File: src/rtl/pattern_pkg.sv
// Shared constants for the serial 3-bit pattern detector and its scan controller.
package pattern_pkg;

  // Default match patterns; window[2] holds the oldest bit.
  localparam logic [2:0] PAT_A_DEF = 3'b111;
  localparam logic [2:0] PAT_B_DEF = 3'b001;

  // Controller states, kept as plain 2-bit constants for legacy tools.
  localparam logic [1:0] ST_IDLE  = 2'b00;
  localparam logic [1:0] ST_SHIFT = 2'b01;
  localparam logic [1:0] ST_DONE  = 2'b10;

  // True when a 3-bit window equals either pattern.
  function automatic logic win_hit(input logic [2:0] win,
                                   input logic [2:0] pat_a,
                                   input logic [2:0] pat_b);
    return (win == pat_a) || (win == pat_b);
  endfunction

endpackage

File: src/rtl/pattern_window.sv
// 3-bit detector window: clears on word load, shifts one bit per enable and
// flags a match on the window value that the current bit is about to form.
module pattern_window
  import pattern_pkg::*;
#(
  parameter logic [2:0] PAT_A = PAT_A_DEF,
  parameter logic [2:0] PAT_B = PAT_B_DEF
) (
  input  logic clock,
  input  logic reset,
  input  logic clr_i,
  input  logic shift_en_i,
  input  logic bit_i,
  input  logic qualify_i,
  output logic match_o
);

  logic [2:0] window_q;
  logic [2:0] window_d;
  logic [2:0] win_next_s;

  assign win_next_s = {window_q[1:0], bit_i};

  // Next window value and Mealy match on it; unqualified windows never match.
  always_comb begin
    window_d = window_q;
    match_o  = 1'b0;
    if (clr_i) begin
      window_d = 3'b000;
    end else if (shift_en_i) begin
      window_d = win_next_s;
      match_o  = qualify_i && win_hit(win_next_s, PAT_A, PAT_B);
    end else begin
      window_d = window_q;
    end
  end

  // Window register with synchronous reset.
  always_ff @(posedge clock) begin
    if (reset) begin
      window_q <= 3'b000;
    end else begin
      window_q <= window_d;
    end
  end

endmodule

File: src/rtl/pattern_scan_ctrl.sv
// Scan controller: takes a word over a valid/ready handshake, shifts it MSB-first
// through the detector window, counts matches, records the first match position
// and offers the result over a second valid/ready handshake.
module pattern_scan_ctrl
  import pattern_pkg::*;
#(
  parameter int          WORD_W = 10,
  parameter logic [2:0]  PAT_A  = PAT_A_DEF,
  parameter logic [2:0]  PAT_B  = PAT_B_DEF,
  localparam int         CNT_W  = $clog2(WORD_W + 1)
) (
  input  logic              clock,
  input  logic              reset,
  input  logic              in_valid,
  output logic              in_ready,
  input  logic [WORD_W-1:0] in_word,
  output logic              res_valid,
  input  logic              res_ready,
  output logic [CNT_W-1:0]  res_count,
  output logic [CNT_W-1:0]  res_first,
  output logic              match,
  output logic              busy
);

  logic [1:0]        state_q, state_d;
  logic [WORD_W-1:0] sreg_q, sreg_d;
  logic [CNT_W-1:0]  k_q, k_d;
  logic [CNT_W-1:0]  count_q, count_d;
  logic [CNT_W-1:0]  first_q, first_d;

  logic [CNT_W-1:0]  k_plus1_s;
  logic              qualify_s;
  logic              last_bit_s;
  logic              win_clr_s;
  logic              shift_en_s;
  logic              match_s;

  assign k_plus1_s  = k_q + CNT_W'(1);
  assign qualify_s  = (k_plus1_s >= CNT_W'(3));
  assign last_bit_s = (k_plus1_s == CNT_W'(WORD_W));

  pattern_window #(
    .PAT_A (PAT_A),
    .PAT_B (PAT_B)
  ) u_window (
    .clock      (clock),
    .reset      (reset),
    .clr_i      (win_clr_s),
    .shift_en_i (shift_en_s),
    .bit_i      (sreg_q[WORD_W-1]),
    .qualify_i  (qualify_s),
    .match_o    (match_s)
  );

  // FSM next state plus shift register, bit counter and result updates.
  always_comb begin
    state_d    = state_q;
    sreg_d     = sreg_q;
    k_d        = k_q;
    count_d    = count_q;
    first_d    = first_q;
    win_clr_s  = 1'b0;
    shift_en_s = 1'b0;
    case (state_q)
      ST_IDLE: begin
        if (in_valid) begin
          state_d   = ST_SHIFT;
          sreg_d    = in_word;
          k_d       = '0;
          count_d   = '0;
          first_d   = '0;
          win_clr_s = 1'b1;
        end else begin
          state_d = ST_IDLE;
        end
      end
      ST_SHIFT: begin
        shift_en_s = 1'b1;
        sreg_d     = {sreg_q[WORD_W-2:0], 1'b0};
        k_d        = k_plus1_s;
        if (match_s) begin
          count_d = count_q + CNT_W'(1);
          if (first_q == '0) begin
            first_d = k_plus1_s;
          end else begin
            first_d = first_q;
          end
        end else begin
          count_d = count_q;
        end
        if (last_bit_s) begin
          state_d = ST_DONE;
        end else begin
          state_d = ST_SHIFT;
        end
      end
      ST_DONE: begin
        if (res_ready) begin
          state_d = ST_IDLE;
        end else begin
          state_d = ST_DONE;
        end
      end
      default: begin
        state_d = ST_IDLE;
      end
    endcase
  end

  // State and datapath registers; reset discards any in-flight word or result.
  always_ff @(posedge clock) begin
    if (reset) begin
      state_q <= ST_IDLE;
      sreg_q  <= '0;
      k_q     <= '0;
      count_q <= '0;
      first_q <= '0;
    end else begin
      state_q <= state_d;
      sreg_q  <= sreg_d;
      k_q     <= k_d;
      count_q <= count_d;
      first_q <= first_d;
    end
  end

  assign in_ready  = (state_q == ST_IDLE);
  assign res_valid = (state_q == ST_DONE);
  assign busy      = (state_q == ST_SHIFT) || (state_q == ST_DONE);
  assign res_count = count_q;
  assign res_first = first_q;
  assign match     = match_s;

endmodule

File: config.mk
export PLATFORM = sky130hd
export DESIGN_NAME = pattern_scan_ctrl
export DESIGN_NICKNAME = d
export VERILOG_FILES = /design/src/rtl/pattern_pkg.sv /design/src/rtl/pattern_window.sv /design/src/rtl/pattern_scan_ctrl.sv
export SDC_FILE = /design/constraint.sdc
export NUM_CORES = 1
export LEC_CHECK = 0
export ABC_AREA = 1
export CELL_PAD_IN_SITES_DETAIL_PLACEMENT = 0
export CELL_PAD_IN_SITES_GLOBAL_PLACEMENT = 1
export CORE_ASPECT_RATIO = 0.9
export CORE_UTILIZATION = 38
export CTS_BUF_LIST = sky130_fd_sc_hd__clkbuf_4
export DETAILED_ROUTE_END_ITERATION = 12
export PLACE_DENSITY_LB_ADDON = 0.1
export SLEW_MARGIN = 20
export SYNTH_ARGS = -nofsm -noshare
export SYNTH_HDL_FRONTEND = slang
export SYNTH_SLANG_ARGS = --single-unit
File: constraint.sdc
create_clock -name clock -period 2.1 [get_ports clock]
set_clock_uncertainty 0.2 [all_clocks]
set_input_delay 0.63 -clock clock [delete_from_list [all_inputs] [get_ports clock]]
set_output_delay 0.63 -clock clock [all_outputs]
set_load 0.02 [all_outputs]
== After elaboration in Yosys (flattened, before gate mapping) ==
Cells that the tools add are included.

* Register bits after elaboration: 26
* Input port bits: 14
* Output and inout port bits: 12
* Word-level logic and storage cells: 45

* Add/sub/neg operators: 2
* Order comparisons: 1
* Equality and inequality tests: 8
* Mux-type cells: 18
* Reductions and logical operators: 10

{| class="wikitable"
|+ Operators with widths
! cell !! number
|-
| one-hot mux 4 bit (2 select lines) || 3
|-
| one-hot mux 10 bit (2 select lines) || 1
|-
| 2-to-1 mux 4 bit || 4
|-
| 2-to-1 mux 10 bit || 1
|-
| adder 4 x 1 -> 4 bit, second input constant || 2
|-
| 2-to-1 mux 1 bit || 6
|-
| != test 2 bit, second input constant || 3
|-
| one-hot mux 2 bit (3 select lines) || 1
|-
| == test 4 bit, second input constant || 1
|-
| greater-or-equal comparator 4 x 2 -> 1 bit, second input constant || 1
|-
| logical NOT 4 bit || 1
|-
| 2-to-1 mux 2 bit || 2
|-
| AND reduction 4 bit || 1
|-
| == test 3 x 1 -> 1 bit, second input constant || 1
|-
| == test 3 bit, second input constant || 1
|-
| AND reduction 3 bit || 1
|-
| == test 2 x 1 -> 1 bit, second input constant || 1
|-
| == test 2 bit, second input constant || 1
|-
| logical NOT 2 bit || 1
|-
| logical OR 1 bit || 2
|-
| AND reduction 2 bit || 1
|-
| nonzero test 2 bit || 1
|-
| OR reduction 2 bit || 1
|-
| logical AND 1 bit || 1
|}

== Longest topological paths before layout ==
Gate-level depths: netlist of the first run.

* Word-level depth: 7
* Depth in mapped cells: 12
* Mapped depth without buffers: 12

== Hierarchy ==
Synthesis of the first run repeated with hierarchy kept, for this count alone.

* Cell total of the unflattened synthesis: 190
* Area, all modules: 1370.1 µm²

{| class="wikitable"
|+ By module, submodules not included
! module !! times used !! cells an instance !! area an instance (µm²) !! sequential area each (µm²)
|-
| pattern_scan_ctrl || 1 || 168 || 1252.5 || 480.5
|-
| pattern_window || 1 || 22 || 117.6 || 40.0
|}

== Worst setup path before layout of the first run ==
No wires, ideal clock.

* Kind: reg-to-output
* Start point: register state_q[0]
* End point: output match
* Arrival time: 1.291 ns
* Data required time: 1.270 ns
* Slack: -0.021 ns
* Stages on the path, launching flop included: 8
* Path buffers: 0
* Cell sequence: dfxtp_1 -> inv_1 -> ha_1 -> nand2_2 -> nand3_2 -> nor2_2 -> nand2_2 -> inv_1

* Elaborated cells between the ends (all ways): 6
* Those cells by class: eq/ne (1); mux (4); reduce/logical (1)

{| class="wikitable"
|+ RTL lines
! element !! RTL line !! RTL
|-
| from (decl) || pattern_scan_ctrl.sv:25 || <nowiki>logic [1:0] state_q, state_d;</nowiki>
|-
| from (signal assigned) || pattern_scan_ctrl.sv:119 || <nowiki>state_q <= state_d;</nowiki>
|-
| logical NOT 2 bit || -- ||
|-
| via in_ready || pattern_scan_ctrl.sv:15 || <nowiki>output logic in_ready,</nowiki>
|-
| 2-to-1 mux 1 bit || pattern_scan_ctrl.sv:64 || <nowiki>case (state_q)</nowiki>
|-
| 2-to-1 mux 1 bit || pattern_window.sv:28 || <nowiki>if (clr_i) begin</nowiki>
|-
| to (decl) || pattern_scan_ctrl.sv:21 || <nowiki>output logic match,</nowiki>
|}

The timed path passes the listed nets, and every way through them passes these cells.

== Worst setup path after layout of the first run ==
* Start point: register k_q[1]
* End point: output match

* Cells in the longest elaborated chain, start to end: 5

{| class="wikitable"
|+ RTL lines
! element !! RTL line !! RTL
|-
| from (decl) || pattern_scan_ctrl.sv:27 || <nowiki>logic [CNT_W-1:0] k_q, k_d;</nowiki>
|-
| from (signal assigned) || pattern_scan_ctrl.sv:121 || <nowiki>k_q <= k_d;</nowiki>
|-
| adder 4 x 1 -> 4 bit || pattern_scan_ctrl.sv:38 || <nowiki>assign k_plus1_s = k_q + CNT_W'(1);</nowiki>
|-
| greater-or-equal comparator 4 x 2 -> 1 bit || pattern_scan_ctrl.sv:39 || <nowiki>assign qualify_s = (k_plus1_s >= CNT_W'(3));</nowiki>
|-
| logical AND 1 bit || pattern_window.sv:32 || <nowiki>match_o = qualify_i && win_hit(win_next_s, PAT_A, PAT_B);</nowiki>
|-
| 2-to-1 mux 1 bit || pattern_window.sv:30 || <nowiki>end else if (shift_en_i) begin</nowiki>
|-
| 2-to-1 mux 1 bit || pattern_window.sv:28 ||
|}

Every way passes these cells.

==> impl_metrics.tcl, run 1 <==
set metrics [dict create \
    grt_pass1_wl_mm 5.22 \
    dr.pass1.iters 4 \
    cts_tree "built" \
    clock_sinks 26 \
    diodes 0 \
    pwr-share-seq_pct 51.4 \
    crit_path_start_kind "flip-flop" \
    criticalPathCategory "reg -> out" \
    layout_setup_ws_ns -0.156 \
    grt_pass1_vias 1225 \
    p_sw_share_pct 31.3 \
    path_cells "ha_4, nand2_1, nand2_2, nor2_2, nand2_2, nand2_2, inv_2, buf_6" \
    finalCritPeriodShare_pct 107 \
    share_comb_of_total_power_pct 28.2 \
    power_switching_mw 0.337 \
    setup_viol 1 \
    yosys_register_bits 26 \
    syn_inst 186 \
    worst-path-buf-inv 2 \
    power_density_nw_per_um2 571 \
    yosysWarnings 0 \
    async_flop_share_pct 0 \
    clock_power_share_pct 20.3 \
    avgViaCountPerCell 4.81 \
    grt_usage_pct 17.5 \
    synth_top_area_share_pct 38.3 \
    ant_nets 0 \
    drive_gt1_share_pct 26.5 \
    layout_common_cells "nand2_1 (41), dfxtp_1 (21), inv_1 (19), buf_4 (19), o21ai_0 (14)" \
    fmax_ghz 0.443 \
    die-area_um2 3820 \
    cts_root_buf "clkbuf_4" \
    tightest_slew_ns 0.464 \
    power_leakage_nw 0.829 \
    nNetsFinal 253 \
    dp_cells 265 \
    cts_buffers 3 \
    synth-seq-area-share_pct 38.3 \
    cp.required_ns 1.27 \
    violations "setup timing" \
    start_util_pct 39.9 \
    syn-cell-area_um2 1360 \
    die_y_um 58.7 \
    critPathArrivalTime_ns 1.43 \
    cell_internal_pwr_mw 0.742 \
    overflow 0 \
    layout_min_cycle_time_ns 2.26 \
    vias 1318 \
    hpwl_mm 2.26 \
    synth_enable_flop_cells 0 \
    clk_latency_ns 0.33 \
    stdcell_count 274 \
    portBuffers 25 \
    synth.top_cells.by_area "dfxtp_1 (38%), nand2_1 (13%), ha_1 (7.4%), inv_1 (6.4%), o21ai_0 (5.2%)" \
    status "finished with violations" \
    top_level_ports 26 \
    h-tree-depth 1 \
    max_stage_delay_ns 0.39 \
    maxSlewViolCount 0 \
    crit_fanout 3 \
    wl_per_cell_um 11.5 \
    synth.largest_area_cell "dfxtp_1" \
    crit_family "flip-flops" \
    fp.dieW_um 65.0 \
    clk_pin_slew_ns 0.15 \
    antenna_found_initial 0 \
    synth_ff_type "dfxtp_1" \
    crit_slowest_cell "dfxtp_4" \
    hold_violations 0 \
    rows 20 \
    synth_nets 208 \
    rsz0062_at_grt "true" \
    endpoint_kind "output port" \
    min_path_type "reg -> reg" \
    clock_path_buffers 2 \
    ir_drop_uv 410 \
    drt-initial-drc-count 50 \
    syn_avg_cell_area_um2 7.31 \
    routed_wl_mm 3.15 \
    area_growth_syn_to_layout_pct 39.1 \
    place_congestion 0.743 \
    cap_violations 0 \
    max_slew_margin_pct 68.7 \
    total_power_mw 1.08 \
    cp_common_cell "nand2_2" \
    grt_max_degree 21 \
    coreArea_um2 3400 \
    ys_types 23 \
    route.detailed.drc 0 \
    layout_commonest_cell "nand2_1" \
]
==> per-layer routing <==
layer	track usage, %	vias up	wire, um
met2	31.7	16	1540
met4	1.86	0	20
li1	-	691	-
met3	4.07	4	79
met1	21.9	607	1500
met5	0	-	0
==> synthesized netlist by cell type, types with 2 or more instances <==
cell	count
nand2_1	46
dfxtp_1	26
inv_1	23
o21ai_0	14
a21oi_1	13
nor2_1	11
a31oi_1	9
ha_1	8
nand3_1	8
nand4_1	5
buf_2	4
buf_6	3
nand2_2	3
clkbuf_1	2
nand3_2	2
xor2_1	2
==> power by group through the flow <==
stage | clock (mW) | sequential [mW] | combinational (mW)
after global placement | 0 | 0.561 | 0.290
after global routing | 0.248 | 0.561 | 0.341
after floorplan | 0 | 0.570 | 0.167
after CTS | 0.232 | 0.554 | 0.297
final | 0.219 | 0.555 | 0.305
after detailed placement | 0 | 0.563 | 0.295
==> registers in the layout (all words and copies together) (netlist names) <==
register,count
sreg_q,10
k_q,4
res_count,4
res_first,4
state_q,2
u_window.window_q,2
==> area by class of cell <==
class	count	area, um2
Clock inverter	1	3.75
Clock buffer	3	22.5
Timing Repair Buffer	49	448
Inverter	24	90.1
Sequential cell	26	532
Tap cell	44	55.1
Fill cell	350	1510
Multi-Input combinational cell	127	739
==> per-stage QoR <==
stage                     utilization [%]  TNS, ns  hold slack, ns  cell area [um2]  setup WS, ns
after floorplan                         -        0           0.239             1360        0.0800
final                                55.6   -0.156           0.266             1890        -0.156
after CTS                            53.9   -0.205           0.271             1830        -0.205
after global routing                 55.6   -0.239           0.300             1890        -0.239
after detailed placement             52.1    -1.26           0.269             1770        -0.747
after global placement               52.1   -0.950           0.257             1770        -0.736
==> cells by family after synthesis <==
| family | after synthesis | synth area share (%) |
|---|---|---|
| fa+ha+maj | 8 | 7.37 |
| simple gates | 78 | 25.5 |
| compound gates | 38 | 15.7 |
| xor+xnor | 3 | 1.93 |
| buf+inv | 33 | 11.1 |
| flops | 26 | 38.3 |
==> tightest hold or removal path: stages, from the launching register on <==
cell	delay, ns
dfxtp_1	0.33
nand2_1	0.06
a31oi_1	0.07
==> what timing repair did <==
action,4_1_cts,5_1_grt
cloned,0,0
gates resized for setup,36,20
setup endpoints to repair,12,3
endpoints found under the hold margin,0,0
pin swaps,8,8
hold buffers,0,0
buffers inserted,5,0
==> final timing paths <==
path,depth (start not counted),slack (ns),end,startpoint
max,8,-0.16,match,k_q[1]
min,2,0.27,sreg_q[7],sreg_q[6]
max reg2reg,10,0.22,res_first[1],state_q[1]
min reg2reg,2,0.27,sreg_q[7],sreg_q[6]
Power figures use the tool's default switching activity.
==> run 2, diff against run 1 <==
Settings changed: CAP_MARGIN from default to 20, HOLD_SLACK_MARGIN from default to 0.15.
==> results of run 2 <==
Same layout as run 1: the final DEF is identical, and so are final timing and power.
